===== src/rtl/cmos_frame_pkg.sv =====
// Shared types and default widths for the camera frame gate.
package cmos_frame_pkg;

  localparam int DEF_DW = 16;
  localparam int DEF_CW = 24;
  localparam int DEF_LW = 12;

  typedef enum logic [2:0] {
    ST_IDLE    = 3'd0,
    ST_ARMED   = 3'd1,
    ST_CAPTURE = 3'd2,
    ST_END     = 3'd3,
    ST_DRAIN   = 3'd4
  } state_t;

  // One FIFO slot at the default pixel width: end-of-frame flag above the pixel.
  typedef struct packed {
    logic              last;
    logic [DEF_DW-1:0] data;
  } fifo_entry_t;

endpackage


===== src/rtl/cmos_frame_gate_fifo.sv =====
// Single-clock first-word-fall-through FIFO. A push into a full FIFO is
// dropped and flagged, unless a pop in the same cycle frees the slot.
module stream_sync_fifo #(
  parameter int WIDTH = 17,
  parameter int AW    = 4
) (
  input  logic             clk,
  input  logic             resetn,
  input  logic             i_flush,
  input  logic             i_push,
  input  logic [WIDTH-1:0] i_push_data,
  output logic             o_full,
  output logic             o_empty,
  output logic             o_drop,
  output logic [WIDTH-1:0] o_pop_data,
  output logic             o_pop_valid,
  input  logic             i_pop_ready
);

  localparam int DEPTH = 1 << AW;

  logic [WIDTH-1:0] r_mem [DEPTH];
  logic [AW-1:0]    r_wr_ptr;
  logic [AW-1:0]    r_rd_ptr;
  logic [AW:0]      r_count;

  logic w_full;
  logic w_pop;
  logic w_wr;

  assign w_full      = (r_count == DEPTH[AW:0]);
  assign w_pop       = i_pop_ready && (r_count != '0);
  assign w_wr        = i_push && (!w_full || w_pop);
  assign o_full      = w_full;
  assign o_empty     = (r_count == '0);
  assign o_drop      = i_push && w_full && !w_pop && !i_flush;
  assign o_pop_valid = (r_count != '0);
  // Head entry is only meaningful while valid; drive zero otherwise.
  assign o_pop_data  = o_pop_valid ? r_mem[r_rd_ptr] : '0;

  // Pointer and occupancy bookkeeping; flush empties the FIFO in one cycle.
  always_ff @(posedge clk or negedge resetn) begin
    if (!resetn) begin
      r_wr_ptr <= '0;
      r_rd_ptr <= '0;
      r_count  <= '0;
    end else if (i_flush) begin
      r_wr_ptr <= '0;
      r_rd_ptr <= '0;
      r_count  <= '0;
    end else begin
      if (w_wr)  r_wr_ptr <= r_wr_ptr + 1'b1;
      if (w_pop) r_rd_ptr <= r_rd_ptr + 1'b1;
      case ({w_wr, w_pop})
        2'b10:   r_count <= r_count + 1'b1;
        2'b01:   r_count <= r_count - 1'b1;
        default: r_count <= r_count;
      endcase
    end
  end

  // Storage array; contents need no reset because the count gates visibility.
  always_ff @(posedge clk) begin
    if (w_wr && !i_flush) r_mem[r_wr_ptr] <= i_push_data;
  end

endmodule


===== src/rtl/cmos_frame_gate.sv =====
// Gates exactly one VSYNC-aligned camera frame into a ready/valid stream with
// an end-of-frame flag, buffering the non-stallable input in a small FIFO.
module cmos_frame_gate
  import cmos_frame_pkg::*;
#(
  parameter int DW               = DEF_DW,
  parameter int FIFO_AW          = 4,
  parameter int CW               = DEF_CW,
  parameter int LW               = DEF_LW,
  parameter bit VSYNC_ACTIVE_LOW = 1'b1
) (
  input  logic          clk,
  input  logic          resetn,
  input  logic          vsync_i,
  input  logic          valid_i,
  input  logic [DW-1:0] data_i,
  input  logic          cfg_arm,
  input  logic          cfg_continuous,
  input  logic          cfg_abort,
  input  logic [CW-1:0] cfg_frame_pixels,
  output logic [DW-1:0] m_data_o,
  output logic          m_last_o,
  output logic          m_valid_o,
  input  logic          m_ready_i,
  output logic          busy_o,
  output logic          done_o,
  output logic          overflow_o,
  output logic          short_frame_o,
  output logic [CW-1:0] stat_pixels_o,
  output logic [LW-1:0] stat_lines_o,
  output logic [15:0]   frame_cnt_o
);

  state_t        r_state;
  state_t        w_state_nxt;
  logic          r_vs_q;
  logic          r_vld_q;
  logic          r_pend_vld;
  logic          r_pend_last;
  logic [DW-1:0] r_pend_data;
  logic [CW-1:0] r_pix_cnt;
  logic [LW-1:0] r_line_cnt;
  logic          r_done;
  logic          r_overflow;
  logic          r_short;
  logic [CW-1:0] r_stat_pixels;
  logic [LW-1:0] r_stat_lines;
  logic [15:0]   r_frame_cnt;

  logic          w_sof;
  logic          w_cfg_nz;
  logic [CW-1:0] w_pix_inc;
  logic          w_cap;
  logic          w_cap_last;
  logic          w_push;
  logic          w_push_last;
  logic          w_end_vs;
  logic          w_frame_done;
  logic          w_clr_flags;
  logic          w_fifo_full;
  logic          w_fifo_empty;
  logic          w_drop;
  logic [DW:0]   w_pop_data;

  // Line counter holds at all-ones rather than wrapping.
  function automatic logic [LW-1:0] sat_inc(input logic [LW-1:0] v);
    return (&v) ? v : v + 1'b1;
  endfunction

  assign w_sof     = VSYNC_ACTIVE_LOW ? (r_vs_q & ~vsync_i) : (~r_vs_q & vsync_i);
  assign w_cfg_nz  = |cfg_frame_pixels;
  // The first pixel of a frame counts from zero, since the counter is cleared at sof.
  assign w_pix_inc = ((r_state == ST_CAPTURE) ? r_pix_cnt : '0) + CW'(1);

  // State register.
  always_ff @(posedge clk or negedge resetn) begin
    if (!resetn) r_state <= ST_IDLE;
    else         r_state <= w_state_nxt;
  end

  // Next-state and per-cycle capture/push decisions; abort overrides everything.
  always_comb begin
    w_state_nxt  = r_state;
    w_cap        = 1'b0;
    w_cap_last   = 1'b0;
    w_push       = 1'b0;
    w_push_last  = 1'b0;
    w_end_vs     = 1'b0;
    w_frame_done = 1'b0;
    w_clr_flags  = 1'b0;
    if (cfg_abort) begin
      w_state_nxt = ST_IDLE;
    end else begin
      case (r_state)
        ST_IDLE: begin
          if (cfg_arm) begin
            w_state_nxt = ST_ARMED;
            w_clr_flags = 1'b1;
          end
        end
        ST_ARMED: begin
          if (w_sof) begin
            w_state_nxt = ST_CAPTURE;
            if (valid_i) begin
              w_cap      = 1'b1;
              w_cap_last = w_cfg_nz && (w_pix_inc == cfg_frame_pixels);
              if (w_cap_last) w_state_nxt = ST_END;
            end
          end
        end
        ST_CAPTURE: begin
          if (w_sof) begin
            w_end_vs    = 1'b1;
            w_push      = r_pend_vld;
            w_push_last = 1'b1;
            w_state_nxt = ST_DRAIN;
          end else if (valid_i) begin
            w_cap      = 1'b1;
            w_push     = r_pend_vld;
            w_cap_last = w_cfg_nz && (w_pix_inc == cfg_frame_pixels);
            if (w_cap_last) w_state_nxt = ST_END;
          end
        end
        ST_END: begin
          w_push      = r_pend_vld;
          w_push_last = r_pend_last;
          w_state_nxt = ST_DRAIN;
        end
        ST_DRAIN: begin
          if (w_fifo_empty) begin
            w_frame_done = 1'b1;
            w_state_nxt  = cfg_continuous ? ST_ARMED : ST_IDLE;
          end
        end
        default: w_state_nxt = ST_IDLE;
      endcase
    end
  end

  // Control, counters, sticky flags and frame statistics.
  always_ff @(posedge clk or negedge resetn) begin
    if (!resetn) begin
      r_vs_q        <= 1'b0;
      r_vld_q       <= 1'b0;
      r_pend_vld    <= 1'b0;
      r_pend_last   <= 1'b0;
      r_pix_cnt     <= '0;
      r_line_cnt    <= '0;
      r_done        <= 1'b0;
      r_overflow    <= 1'b0;
      r_short       <= 1'b0;
      r_stat_pixels <= '0;
      r_stat_lines  <= '0;
      r_frame_cnt   <= '0;
    end else begin
      r_vs_q  <= vsync_i;
      r_vld_q <= w_cap;
      r_done  <= w_frame_done;
      if (cfg_abort) begin
        r_pend_vld  <= 1'b0;
        r_pend_last <= 1'b0;
      end else begin
        if (w_cap) begin
          r_pend_vld  <= 1'b1;
          r_pend_last <= w_cap_last;
        end else if (w_push) begin
          r_pend_vld  <= 1'b0;
          r_pend_last <= 1'b0;
        end
        if (r_state == ST_ARMED && w_sof) begin
          r_pix_cnt  <= w_cap ? w_pix_inc : '0;
          r_line_cnt <= w_cap_last ? LW'(1) : '0;
        end else if (r_state == ST_CAPTURE) begin
          if (w_cap) r_pix_cnt <= w_pix_inc;
          // The frame-ending pixel closes its line; its falling edge would land in END.
          if ((r_vld_q && !valid_i) || w_cap_last) r_line_cnt <= sat_inc(r_line_cnt);
        end
        if (w_drop)                     r_overflow <= 1'b1;
        else if (w_clr_flags)           r_overflow <= 1'b0;
        if (w_end_vs && w_cfg_nz)       r_short <= 1'b1;
        else if (w_clr_flags)           r_short <= 1'b0;
        if (w_frame_done) begin
          r_stat_pixels <= r_pix_cnt;
          r_stat_lines  <= r_line_cnt;
          r_frame_cnt   <= r_frame_cnt + 16'd1;
        end
      end
    end
  end

  // Pending pixel data; qualified by r_pend_vld so no reset is needed.
  always_ff @(posedge clk) begin
    if (w_cap) r_pend_data <= data_i;
  end

  stream_sync_fifo #(
    .WIDTH (DW + 1),
    .AW    (FIFO_AW)
  ) u_fifo (
    .clk         (clk),
    .resetn      (resetn),
    .i_flush     (cfg_abort),
    .i_push      (w_push),
    .i_push_data ({w_push_last, r_pend_data}),
    .o_full      (w_fifo_full),
    .o_empty     (w_fifo_empty),
    .o_drop      (w_drop),
    .o_pop_data  (w_pop_data),
    .o_pop_valid (m_valid_o),
    .i_pop_ready (m_ready_i)
  );

  assign m_data_o      = w_pop_data[DW-1:0];
  assign m_last_o      = w_pop_data[DW];
  assign busy_o        = (r_state != ST_IDLE);
  assign done_o        = r_done;
  assign overflow_o    = r_overflow;
  assign short_frame_o = r_short;
  assign stat_pixels_o = r_stat_pixels;
  assign stat_lines_o  = r_stat_lines;
  assign frame_cnt_o   = r_frame_cnt;

endmodule


===== config.mk =====
export PLATFORM = sky130hd
export DESIGN_NAME = cmos_frame_gate
export DESIGN_NICKNAME = d
export VERILOG_FILES = /design/src/rtl/cmos_frame_pkg.sv /design/src/rtl/cmos_frame_gate_fifo.sv /design/src/rtl/cmos_frame_gate.sv
export SDC_FILE = /design/constraint.sdc
export NUM_CORES = 1
export LEC_CHECK = 0
export BUFFER_PORTS_ARGS = -buffer_cell sky130_fd_sc_hd__buf_2
export CAP_MARGIN = 20
export CORE_MARGIN = 2
export CORE_UTILIZATION = 55
export CTS_CLUSTER_DIAMETER = 30
export DETAILED_ROUTE_END_ITERATION = 8
export HOLD_SLACK_MARGIN = 0.02
export PLACE_DENSITY = 0.84
export SLEW_MARGIN = 20
export SYNTH_ARGS = -nofsm -noshare
export SYNTH_HDL_FRONTEND = slang
export SYNTH_SLANG_ARGS = --single-unit

===== constraint.sdc =====
create_clock -name clk -period 4.5 [get_ports clk]
set_clock_uncertainty 0.2 [all_clocks]
set_input_delay 0 -clock clk [delete_from_list [all_inputs] [get_ports clk]]
set_output_delay 0 -clock clk [all_outputs]
set_load 0.03 [all_outputs]

== After elaboration in Yosys (flattened, before gate mapping) ==
Memories as Yosys holds them, arrays and structs flattened.
Index checks and enable logic that the tools add are counted.

* Register bits: 127
* RAM bits: 272
* Input port bits: 48
* Output and inout port bits: 74
* Word-level logic and storage cells: 142
* Memories kept: 1

{| class="wikitable"
|+ Memory list
! name !! depth !! bits a word !! rd ports !! clocked after Yosys merged registers in !! wr ports !! RTL line !! text
|-
| u_fifo.r_mem || 16 || 17 || 1 || 0 || 1 || cmos_frame_gate_fifo.sv:22 || <nowiki>logic [WIDTH-1:0] r_mem [DEPTH];</nowiki>
|}

* $add $sub $neg: 7
* Equal/unequal tests: 14
* Muxes and demuxes: 63
* Bitwise logic cells: 3
* Reductions and logical operators: 37

{| class="wikitable"
|+ Operators by type and width
! operator !! number
|-
| $mux 24 || 5
|-
| $mux 12 || 4
|-
| $mux 1 || 35
|-
| $add 24x1->24 const B || 1
|-
| $eq 24x24->1 || 1
|-
| $reduce_or 24->1 || 1
|-
| $mux 3 || 7
|-
| $mux 17 || 1
|-
| $add 16x1->16 const B || 1
|-
| $mux 4 || 4
|-
| $pmux 3 s5 || 1
|-
| $reduce_bool 2->1 || 7
|-
| $add 12x1->12 const B || 1
|-
| $reduce_and 12->1 || 1
|-
| $logic_and 1x1->1 || 10
|-
| $pmux 5 s2 || 1
|-
| $reduce_bool 3->1 || 3
|-
| $add 4x1->4 const B || 2
|-
| $pmux 1 s2 || 4
|-
| $eq 3x2->1 const B || 2
|-
| $ne 3x3->1 const B || 2
|-
| $reduce_and 2->1 || 3
|-
| $add 5x1->5 const B || 1
|-
| $eq 5x5->1 const B || 1
|-
| 20 further kinds || 25
|}

== Logic depth before layout (Yosys ltp) ==
* Depth in word-level cells: 13
* Mapped depth: 18
* Depth with buffers taken out: 13

== Hierarchy ==
A second synthesis with hierarchy kept.

* Cells, all modules: 1231
* Area total of the unflattened synthesis: 17501.8 um^2

{| class="wikitable"
|+ Modules (own cells, without submodules)
! module !! instances !! cells an instance !! area each (um^2) !! seq. area each (um^2)
|-
| stream_sync_fifo || 1 || 560 || 11424.7 || 8493.1
|-
| cmos_frame_gate || 1 || 671 || 6077.1 || 2932.8
|}

== Worst setup path before layout ==
No wires, ideal clock.

* Path type: reg2reg
* From: register r_state[0]
* To: register r_line_cnt[10]
* Arrival: 4.489 ns
* Required time: 4.156 ns
* Slack: -0.333 ns
* Cell stages (with the launch flop): 19
* Path buffers: 6
* Period minus slack after synthesis: 4.833 ns
* Cell sequence: dfrtp_1 > nor3b_2 > buf_2 > clkbuf_1 > buf_2 > and2_1 > ha_1 > nand3_2 > or4_4 > buf_6 > nor4_2 > a311oi_1 > or4_4 > a2111oi_2 > a21oi_2 > buf_6 > clkbuf_1 > o31ai_1 > a21oi_1

* Cells in the longest elaborated chain, start to end: 12
* Elaborated cells between the ends (all ways): 18

{| class="wikitable"
|+ Ends and longest elaborated chain
! what !! RTL line !! text
|-
| start, declared || cmos_frame_gate.sv:34 || <nowiki>state_t r_state;</nowiki>
|-
| start signal, assigned || cmos_frame_gate.sv:78 || <nowiki>else r_state <= w_state_nxt;</nowiki>
|-
| $eq 3x2->1 || cmos_frame_gate.sv:73, cmos_frame_gate.sv:94, cmos_frame_gate.sv:173 ||
|-
| $mux 24 || cmos_frame_gate.sv:73 || <nowiki>assign w_pix_inc = ((r_state == ST_CAPTURE) ? r_pix_cnt : '0) + CW'(1);</nowiki>
|-
| $add 24x1->24 || cmos_frame_gate.sv:73 ||
|-
| $eq 24x24->1 || cmos_frame_gate.sv:106, cmos_frame_gate.sv:120 ||
|-
| $logic_and 1x1->1 || cmos_frame_gate.sv:106, cmos_frame_gate.sv:120 ||
|-
| $mux 1 || cmos_frame_gate.sv:104, cmos_frame_gate.sv:117 ||
|-
| $mux 1, on equally long branches || cmos_frame_gate.sv:112, cmos_frame_gate.sv:102 ||
|-
| $pmux 1 s2 || cmos_frame_gate.sv:94 || <nowiki>case (r_state)</nowiki>
|-
| $mux 1 || cmos_frame_gate.sv:91 || <nowiki>if (cfg_abort) begin</nowiki>
|-
| $logic_or 1x1->1 || cmos_frame_gate.sv:176 || <nowiki>if ((r_vld_q && !valid_i) || w_cap_last) r_line_cnt <= sat_inc(r_line_cnt);</nowiki>
|-
| $reduce_bool 2->1 (no source line) || - ||
|-
| $reduce_and 4->1 (no source line) || - ||
|-
| end signal, assigned || cmos_frame_gate.sv:172 || <nowiki>r_line_cnt <= w_cap_last ? LW'(1) : '0;</nowiki>
|-
| end signal, assigned || cmos_frame_gate.sv:176 ||
|-
| end, declared || cmos_frame_gate.sv:42 || <nowiki>logic [LW-1:0] r_line_cnt;</nowiki>
|}

Parallel ways exist; a longest one is shown, timed or not.
A chain may end at the register's enable or synchronous reset.

== Worst setup path after layout ==
* From: register r_state[2]
* To: register r_line_cnt[10]

The elaborated chain is that of the path after synthesis.

==> reports/metrics.csv <==
stage,metric,value,unit
grt,grt_pass1_vias,11643,
drt,via_count,11417,
critical_path,cp.required,4.79,ns
timing,worstMarginPinSlew,0.987,ns
yosys,synth_edf_count,288,
floorplan,die_h,182,µm
drt,viasPerCell,6.26,
yosys,synthCells,1124,
critical_path,reg2regPathDepth,13,
yosys,synth_seq_cells,399,
yosys,yosysWarnings,0,
clocking,clock_path_buffers,3,
yosys,ys_types,77,
grt,use_met1,35.9,%
grt,globalRouteOverflowTotal,0,
layout,nets,1419,
floorplan,initial_core_util,55.5,%
drt,drcViolationCount,0,
clocking,clk_pin_slew,0.05,ns
min_path,hold_path_end,r_pix_cnt[0],
yosys,async_flop_share,27.8,%
critical_path,r2r-start,r_state[2],
critical_path,path_class,register to register,
floorplan,dieArea,33100,µm²
drt,routedWlPerCell,24.9,µm
critical_path,crit_arrival,4.58,ns
floorplan,core,31400,µm²
yosys,synth_area_leaders,"edfxtp_1 50%, dfrtp_1 16%, mux4_2 11%",
critical_path,startpoint_type,register,
yosys,synth.largest_area_cell,edfxtp_1,
critical_path,r2r-end,r_line_cnt[10],
layout,area_growth,25.3,%
grt,grtUsageTotal,28.0,%
timing,holdWs,0.159,ns
timing,hold_viol,0,
job,cap_violations,0,
floorplan,rows,65,
min_path,hp-start,valid_i,
timing,relSlewSlack,34.2,%
pwr,ir_worst_vdd,0.297,mV
pwr,p_leak,8.09,nW
grt,grt_pass1_wl,69.1,mm
yosys,synth-seq-area-share,65.6,%
clocking,numCtsBuffers,78,
yosys,yosys.area.top_type_share,49.6,%
placement,post_dp_cell_area,18600,µm²
critical_path,worstPathMaxFanout,12,
clocking,clock_sinks,399,
drt,firstDrtPassIters,5,
floorplan,ios,122,
grt,grt_use_met2,48.0,%
grt,grt_most_used_layer,met2,
critical_path,cp_cell_sequence,nor3b_4 > and2_1 > ha_2 > nand3_2 > or4_4 > or3_1 > a2111oi_2 > o21ai_1 > a2111oi_4 > buf_4 > a21oi_4 > or4_1 > a21oi_1,
outcome,status,finished clean,
clocking,htreeDepth,3,
min_path,hp-class,input port to register,
layout,final_area,21800,µm²
yosys,syn_area,17400,µm²
timing,rsz0062_at_grt,false,
yosys,synth-main-ff-cell,edfxtp_1,
drt,ant_nets,0,
drt,finalWirelength,45.4,mm
clocking,clk_latency,0.58,ns
timing,fin_crit,4.29,ns
placement,dp.final_hpwl,25.0,mm
grt,met3_usage,5.15,%
pwr,p_per_area,470,nW/µm²
drt,drt-initial-drc-count,1067,
placement,finalWeightedCongestion,1.01,
timing,finalSetupViolCount,0,
critical_path,slowest_stage,or4_4,
grt,grt_max_degree,77,
clocking,clockRootBuffer,clkbuf_16,
placement,port-buffer-count,121,
timing,setup_tns,0,ns
critical_path,endpoint_kind,register,
clocking,cts_tree,yes,
timing,max_freq,0.233,GHz
min_path,hold_depth,3,
grt,antenna_found_initial,1,
layout,utilization,69.6,%
layout,drive_gt1_share,31.1,%
timing,drv_slew,0,
timing,period_share,95.2,%
yosys,synth_area_per_cell,15.5,µm²
floorplan,die_x,182,µm
layout,nFillCells,1962,
yosys,syn-num-nets,1184,
critical_path,max_stage_delay,0.59,ns
critical_path,reg2reg_slack,0.21,ns
through the flow:
stage / setup slack (ns) / std cells / power (mW)
after floorplan: 0.0179 / 1124 / 4.38
after global placement: 0.246 / 1624 / 4.54
after detailed placement: 0.0997 / 1624 / 4.56
after CTS: 0.00452 / 1817 / 10.3
after global routing: 0.00506 / 1823 / 10.5
final: 0.215 / 1823 / 10.3
cell type report:
type / count / area (µm²) / share of cell area, %
timing repair buffer: 217 / 1500 / 6.88
antenna: 1 / 2.50 / 0.0115
sequential: 399 / 11400 / 52.3
clock buffer: 94 / 2090 / 9.59
multi-input combinational: 646 / 5710 / 26.1
inverter: 17 / 63.8 / 0.292
tap: 402 / 503 / 2.30
clock inverter: 47 / 531 / 2.43
synthesized netlist by cell type, types with 4 or more instances:
library cell and n:
nor2b_1 7, xnor2_1 32, nor4bb_1 4, or3_1 11
and4_1 6, nand2_1 82, xor2_1 17, nor3_1 11
nor3b_1 4, nand3_1 34, and2_1 33, dfrtp_1 111
o31ai_1 15, and3_1 14, nor2_1 43, mux2_2 38
o2111ai_1 5, a21o_1 4, a211oi_1 5, buf_1 7
mux4_2 85, nor4_1 13, or4_1 9, a31oi_1 6
mux2i_1 4, a21oi_1 29, nand4_1 13, o21ai_0 42
buf_2 11, nand2b_1 6, edfxtp_1 288, clkbuf_1 40
ha_1 11, inv_1 16, nand3b_1 4
report_power, final:
part / switching [mW] / total, mW / internal [mW]
logic: 0.296 / 0.510 / 0.214
clock network: 1.98 / 5.73 / 3.74
registers: 0.0589 / 4.03 / 3.97
logic make-up after synthesis:
family	synth area share, %
mux	13.7
fa+ha+maj	0.905
xor+xnor	2.46
buf+inv	1.95
compound gates	5.65
flops	65.6
simple gates	9.77
cell usage in the layout, fill, tap and decap left out, types with 16 or more instances in the layout:
cell type	synthesis	layout
a21oi_1	29	29
and2_1	33	33
buf_2	11	120
buf_4	3	43
clkbuf_16	0	80
dfrtp_1	111	108
dlygate4sd3_1	0	51
edfxtp_1	288	288
inv_1	16	16
mux2_2	38	38
mux4_2	85	85
nand2_1	82	82
nand3_1	34	34
nor2_1	43	43
o21ai_0	42	41
xnor2_1	32	32
xor2_1	17	17
per-layer routing:
metal / vias up / wire [µm]
met4: 0 / 1560
met1: 5698 / 16900
met3: 132 / 3750
met5: - / 0
li1: 4908 / -
met2: 679 / 23200
how the worst max path moves through the flow:
stage / endpoint / startpoint / slack [ns]
2_1_floorplan: r_line_cnt[10] / r_state[2] / 0.02
3_3_place_gp: r_line_cnt[6] / r_state[2] / 0.25
3_5_place_dp: r_line_cnt[6] / r_state[2] / 0.1
4_1_cts: r_pend_last / r_state[2] / 0.005
5_1_grt: r_line_cnt[10] / r_state[2] / 0.005
6_report: r_line_cnt[10] / r_state[2] / 0.21
repair_timing:
action	4_1_cts	5_1_grt
resized for setup	0	3
endpoints found under the hold margin	117	0
setup endpoints to repair	0	12
buffers inserted	0	4
hold buffers	52	0
flip-flops by register name, summed over array words and instances (netlist names), 5 cells and up:
| signal | flops |
|---|---|
| frame_cnt_o | 16 |
| r_line_cnt | 12 |
| r_pend_data | 16 |
| r_pix_cnt | 24 |
| stat_lines_o | 12 |
| stat_pixels_o | 24 |
| u_fifo.r_count | 5 |
| u_fifo.r_mem | 272 |
worst max-delay path, delay by kind of cell (launching register included):
family	cells	cell delay, ns
buf+inv	1	0.20
flops	1	0.41
simple gates	6	1.97
fa+ha+maj	1	0.25
compound gates	5	1.17
Note: power is estimated with default switching activity, not from simulation.
